File: config.mk
export PLATFORM = sky130hd
export DESIGN_NAME = pipelined_cla_addsub
export DESIGN_NICKNAME = d
export VERILOG_FILES = /design/src/rtl/pipelined_cla_addsub_pkg.sv /design/src/rtl/pipelined_cla_addsub_cla_group4.sv /design/src/rtl/pipelined_cla_addsub.sv
export SDC_FILE = /design/constraint.sdc
export NUM_CORES = 1
export LEC_CHECK = 0
export CORE_MARGIN = 2
export CORE_UTILIZATION = 50
export DETAILED_ROUTE_END_ITERATION = 12
export PLACE_DENSITY = 0.79
export SYNTH_ARGS = -nofsm -noshare
export SYNTH_HDL_FRONTEND = slang
export SYNTH_SLANG_ARGS = --single-unit
File: constraint.sdc
create_clock -name clk -period 4.88 [get_ports clk]
set_input_delay 0.488 -clock clk [delete_from_list [all_inputs] [get_ports clk]]
set_output_delay 0.488 -clock clk [all_outputs]
set_load 0.05 [all_outputs]
File: src/rtl/pipelined_cla_addsub_pkg.sv
// Shared constants and helpers for the pipelined carry-lookahead adder/subtractor.
// The lookahead group width is fixed; the top rejects any other GROUP value.
package pipelined_cla_addsub_pkg;

    localparam int GROUP_W = 4;

    typedef enum logic {
        OP_ADD = 1'b0,
        OP_SUB = 1'b1
    } op_e;

    // Carry out of a lookahead group from its generate/propagate and carry-in.
    function automatic logic group_carry(input logic g, input logic p, input logic cin);
        return g | (p & cin);
    endfunction

endpackage

File: src/rtl/pipelined_cla_addsub_cla_group4.sv
// 4-bit carry-lookahead group: sum bits plus group generate/propagate.
// G and P depend only on the operands, so the inter-group carry chain never loops through here.
module cla_group4
    import pipelined_cla_addsub_pkg::*;
(
    input  logic [GROUP_W-1:0] a,
    input  logic [GROUP_W-1:0] b,
    input  logic               cin,
    output logic [GROUP_W-1:0] sum,
    output logic               g,
    output logic               p
);
    logic [GROUP_W-1:0] gb;
    logic [GROUP_W-1:0] pb;
    logic [GROUP_W-1:0] c;

    assign gb = a & b;
    assign pb = a ^ b;

    assign c[0] = cin;
    assign c[1] = gb[0] | (pb[0] & cin);
    assign c[2] = gb[1] | (pb[1] & gb[0]) | (pb[1] & pb[0] & cin);
    assign c[3] = gb[2] | (pb[2] & gb[1]) | (pb[2] & pb[1] & gb[0])
                | (pb[2] & pb[1] & pb[0] & cin);

    assign sum = pb ^ c;
    assign g   = gb[3] | (pb[3] & gb[2]) | (pb[3] & pb[2] & gb[1])
               | (pb[3] & pb[2] & pb[1] & gb[0]);
    assign p   = &pb;

endmodule

File: src/rtl/pipelined_cla_addsub.sv
// Pipelined carry-lookahead adder/subtractor: one CW-bit chunk per stage, carry registered
// between stages, valid/ready flow control with per-stage valid bits and flags at the tail.
module pipelined_cla_addsub
    import pipelined_cla_addsub_pkg::*;
#(
    parameter int WIDTH  = 32,
    parameter int GROUP  = 4,
    parameter int STAGES = 2
) (
    input  logic             clk,
    input  logic             rst_n,
    input  logic             in_valid,
    output logic             in_ready,
    input  logic             in_sub,
    input  logic             in_cin,
    input  logic [WIDTH-1:0] in_a,
    input  logic [WIDTH-1:0] in_b,
    output logic             out_valid,
    input  logic             out_ready,
    output logic [WIDTH-1:0] out_sum,
    output logic             out_cout,
    output logic             out_ovf,
    output logic             out_zero
);
    localparam int CW   = WIDTH / STAGES;
    localparam int NG   = CW / GROUP_W;
    localparam int LAST = STAGES - 1;

    if (GROUP != GROUP_W) begin : g_bad_group
        $error("pipelined_cla_addsub: GROUP must be 4");
    end
    if ((WIDTH % (GROUP_W * STAGES)) != 0) begin : g_bad_width
        $error("pipelined_cla_addsub: WIDTH must be a multiple of 4*STAGES");
    end

    op_e op;

    logic [STAGES-1:0] v_vec;
    logic [STAGES-1:0] c_vec;
    logic [STAGES-1:0] ld;
    logic [WIDTH-1:0]  mix_q [STAGES];
    logic [WIDTH-1:0]  b_q   [STAGES];

    logic              acc;
    logic              last_v;
    logic              last_cout;
    logic              last_cmsb;
    logic [WIDTH-1:0]  last_mix;
    logic              ovf_q;
    logic              zero_q;

    assign op = op_e'(in_sub);

    // A stage loads when it or any stage downstream of it has room, or the consumer takes the output.
    always_comb begin
        acc = out_ready;
        ld  = '0;
        for (int k = LAST; k >= 0; k--) begin
            acc   = acc | ~v_vec[k];
            ld[k] = acc;
        end
    end

    for (genvar k = 0; k < STAGES; k++) begin : g_stage
        logic [WIDTH-1:0] s_mix;
        logic [WIDTH-1:0] s_b;
        logic             s_c;
        logic             s_v;
        logic [WIDTH-1:0] r_mix;
        logic [CW-1:0]    chunk_sum;
        logic [NG:0]      gc;
        logic [NG-1:0]    gg;
        logic [NG-1:0]    gp;
        logic [WIDTH-1:0] mix_r;
        logic [WIDTH-1:0] b_r;
        logic             c_r;
        logic             v_r;

        // mix carries operand A above the current chunk and finished sum bits below it.
        if (k == 0) begin : g_src_in
            assign s_mix = in_a;
            assign s_b   = (op == OP_SUB) ? ~in_b : in_b;
            assign s_c   = (op == OP_SUB) ? 1'b1 : in_cin;
            assign s_v   = in_valid;
        end else begin : g_src_reg
            assign s_mix = mix_q[k-1];
            assign s_b   = b_q[k-1];
            assign s_c   = c_vec[k-1];
            assign s_v   = v_vec[k-1];
        end

        for (genvar g = 0; g < NG; g++) begin : g_grp
            cla_group4 u_grp (
                .a   (s_mix[k*CW + g*GROUP_W +: GROUP_W]),
                .b   (s_b[k*CW + g*GROUP_W +: GROUP_W]),
                .cin (gc[g]),
                .sum (chunk_sum[g*GROUP_W +: GROUP_W]),
                .g   (gg[g]),
                .p   (gp[g])
            );
        end

        always_comb begin
            gc    = '0;
            gc[0] = s_c;
            for (int g = 0; g < NG; g++) begin
                gc[g+1] = group_carry(gg[g], gp[g], gc[g]);
            end
        end

        always_comb begin
            r_mix                = s_mix;
            r_mix[k*CW +: CW]    = chunk_sum;
        end

        always_ff @(posedge clk) begin
            if (!rst_n) begin
                v_r   <= 1'b0;
                c_r   <= 1'b0;
                mix_r <= '0;
                b_r   <= '0;
            end else if (ld[k]) begin
                v_r <= s_v;
                if (s_v) begin
                    mix_r <= r_mix;
                    b_r   <= s_b;
                    c_r   <= gc[NG];
                end
            end
        end

        assign v_vec[k] = v_r;
        assign c_vec[k] = c_r;
        assign mix_q[k] = mix_r;
        assign b_q[k]   = b_r;

        if (k == LAST) begin : g_tail
            assign last_v    = s_v;
            assign last_cout = gc[NG];
            // Carry into the MSB recovered from the MSB sum and operand bits.
            assign last_cmsb = s_mix[WIDTH-1] ^ s_b[WIDTH-1] ^ chunk_sum[CW-1];
            assign last_mix  = r_mix;
        end
    end

    always_ff @(posedge clk) begin
        if (!rst_n) begin
            ovf_q  <= 1'b0;
            zero_q <= 1'b0;
        end else if (ld[LAST] && last_v) begin
            ovf_q  <= last_cout ^ last_cmsb;
            zero_q <= (last_mix == '0);
        end
    end

    assign in_ready  = ld[0];
    assign out_valid = v_vec[LAST];
    assign out_sum   = mix_q[LAST];
    assign out_cout  = c_vec[LAST];
    assign out_ovf   = ovf_q;
    assign out_zero  = zero_q;

endmodule

==> results.md <==
- Status: complete, no violations
- Synth Net Count: between 600 and 700
- Synthesis Warnings: 0
- First-pass DRT Iterations: 4
- Largest net degree at the start of global routing: 95
- Hold-fix buffers, CTS: 0
- Final HPWL from detailed placement: ~9000 um
- Die Ht: slightly above 100 um
- WP data required: slightly above 5 ns
- Worst hold slack: around 0.47 ns
- Worst Path Max Fanout: 5
- Area Growth Syn to Fin: 27.82%
- Initial antenna violation count: 0
- CTS-repair resized insts: 0
- Post-synth ARST share: 0
- Power Total: 1.909 mW
- CTS Buffer Depth: 2
- Setup tns final: 0 ns
- Hold depth: 2
- Non-Filler Instances: ~810
- Crit path largest cell delay: between 0.4 and 0.5 ns
- Remaining DRCs: 0
- GRT Overall Usage: 0.2283
- Worst EP arrival: slightly above 4 ns
- Crit path launch type: flip-flop
- Peak VDD IR: between 0.00015 and 0.0002 V
- Max Cap Viol: 0
- PwrDens: around 300 mW/mm^2
- Area leader, netlist: dfxtp_1
- Layout cells sized above 1: 0.05052
- Wirelength per Cell: approximately 15 um
- Clock Skew: ~0.0097 ns
- Core Area: 0.009639 mm^2
- Slew Viols, Final: 0
- Fmax: about 0.26 GHz
- Critical path class: reg -> reg
- Distinct cells, synth: slightly above 50
- Mapped Cells: ~580
- Clock sink count: 86
- Die area: 0.01063 mm^2
- Die Wd: 103.1 um
- #FFs+latches synth: 86
- Final GP Congestion: roughly 0.9
- Total Wirelength: approximately 12,000 um
- Initial Utilization: 0.5095
- Top-area cell type share of the netlist area: 0.3506
- Vias in the first global route: ~4k
- Global route overflow: 0
- Relative slew margins: 0.1634
- FF-to-FF path depth: 14
- Slowest CP cell: fa_1
- Synth Flop Type: dfxtp_1
- Synth cell count leaders: nand2_1 (130), dfxtp_1 (86), a21boi_0 (46), ha_1 (32), clkbuf_1 (28)
- TritonCTS Buffers: 9
- Final setup violation count: 0
- RSZ-0062 raised after global routing: false
- CTS tree: done
- Crit-path cells: ha_1 -> a211oi_4 -> o32ai_2 -> o31ai_2 -> nand2b_1 -> nor2b_1 -> or2_2 -> fa_1 -> nor3_1 -> and4_1 -> nand4_1 -> a2111oi_1 -> o2111ai_1 -> o21ai_1
- DR vias: about 4.4k
- Leak Pwr: about 2.6 nW
- Register area share after synthesis: 0.3506
- Mean area per synthesized cell: around 8.5 um^2
- Leading post-synthesis cells by cell area: dfxtp_1 (35%), nand2_1 (9.9%), ha_1 (8.2%), a21boi_0 (7.0%), xnor2_1 (4.5%)
- Via density: about 5.4
- Buffers on Ports: about 110
- EDFF count, synth: 0
- Clock period minus worst slack: around 3.8 ns
- Starting DRT DRC Count: between 200 and 250
- Insertion delay to the later sink of the worst-skew pair: ~0.36 ns
- Post CTS Setup Buffer Count: 0
- Clock tree root driver cell: clkbuf_8
- Slew @ Worst Pin: 1.249 ns
- Fin. Hold Viols: 0
- First-pass GRT wire length: around 19,000 um
- Number of core rows: 36
- Nature of the critical path endpoint: flip-flop
- Cell Area, Synth: around 0.005 mm^2
- Fin crit share: 0.7741
- H-tree Lvls: 3
- Boundary pin count: about 110
- Placed Cells: 790
- HP Class: reg -> reg
- Nets: 778
- ANT cells: 0
- Final core utilization: 0.6512
- Worst-path clk slew: 0.09 ns
- Most common cell in the netlist: nand2_1
- Post-detailed-route count of antenna-violating nets: 0
[kinds of logic after synthesis]
kind of cell / after synthesis / synth area share
simple gates: 222 / 0.2020
fa+ha+maj: 40 / 0.1141
xor+xnor: 50 / 0.08917
buf+inv: 49 / 0.03796
flops: 86 / 0.3506
compound gates: 134 / 0.2061
[critical path: cells and delay by family, from the launching register on]
family	cells	cell delay [ns]
compound gates	6	1.53
simple gates	6	1.02
fa+ha+maj	2	0.80
flops	1	0.36
[metal layers]
layer	track usage	share of wire	wire [um]	vias to the layer above
met5	0	0	0	-
met4	0.07895	0.026	310	0
met3	0.04068	0.038	460	26
met2	0.3866	0.48	5789	108
met1	0.2933	0.45	5392	2058
li1	-	-	-	2164
[per-stage QoR]
step	instance area (um^2)	worst slack (ns)
4_1_cts	6277	1.135
3_3_place_gp	6032	1.340
3_5_place_dp	6032	1.143
6_report	6277	1.102
5_1_grt	6277	0.7945
2_1_floorplan	4911	1.542
[cell type report]
type | count | area, um^2
well taps | 133 | 166.4
inverters | 15 | 56.30
clock inverters | 6 | 117.6
flip-flops and latches | 86 | 1722
repair buffers | 110 | 1081
fillers | 836 | 3362
multi-input cells | 446 | 3007
clock buffers | 10 | 127.6
[sequential cells by signal (all words and copies together) (netlist names)]
signal	cells
g_stage.mix_r	32
out_sum	32
g_stage.b_r	16
g_stage.c_r	1
g_stage.v_r	1
out_cout	1
out_ovf	1
out_valid	1
out_zero	1
[final timing paths]
path | from | slack (ns) | end
min reg2reg | out_sum[12] | 0.47 | out_sum[12]
max reg2reg | g_stage[0].mix_r[16] | 1.10 | out_zero
min | out_sum[12] | 0.47 | out_sum[12]
max | g_stage[0].mix_r[16] | 1.10 | out_zero
[cells in the final DEF, fill, tap and decap left out, types with 3 or more instances in the layout]
cell / n
nand2_1: 130
clkdlybuf4s50_1: 104
dfxtp_1: 86
a21boi_0: 46
ha_1: 32
nor2_1: 25
xor2_1: 25
xnor2_1: 25
o211a_1: 20
a21oi_1: 18
o21ai_0: 16
inv_1: 15
nor3_1: 12
nand3_1: 11
clkbuf_8: 9
fa_1: 8
and2_1: 6
nand4_1: 5
nand2b_1: 5
nor2b_1: 5
nand3b_1: 5
o21ai_1: 4
or2_2: 4
o21a_1: 4
a31oi_1: 4
buf_4: 4
a21o_1: 3
nor4_1: 3
nor3b_1: 3
bufinv_16: 3
[where the power goes]
group / switching (mW) / internal [mW] / total [mW]
Sequential: 0.0413 / 0.754 / 0.795
Clock: 0.265 / 0.346 / 0.611
Combinational: 0.278 / 0.226 / 0.503
(Power assumes the default switching activity.)
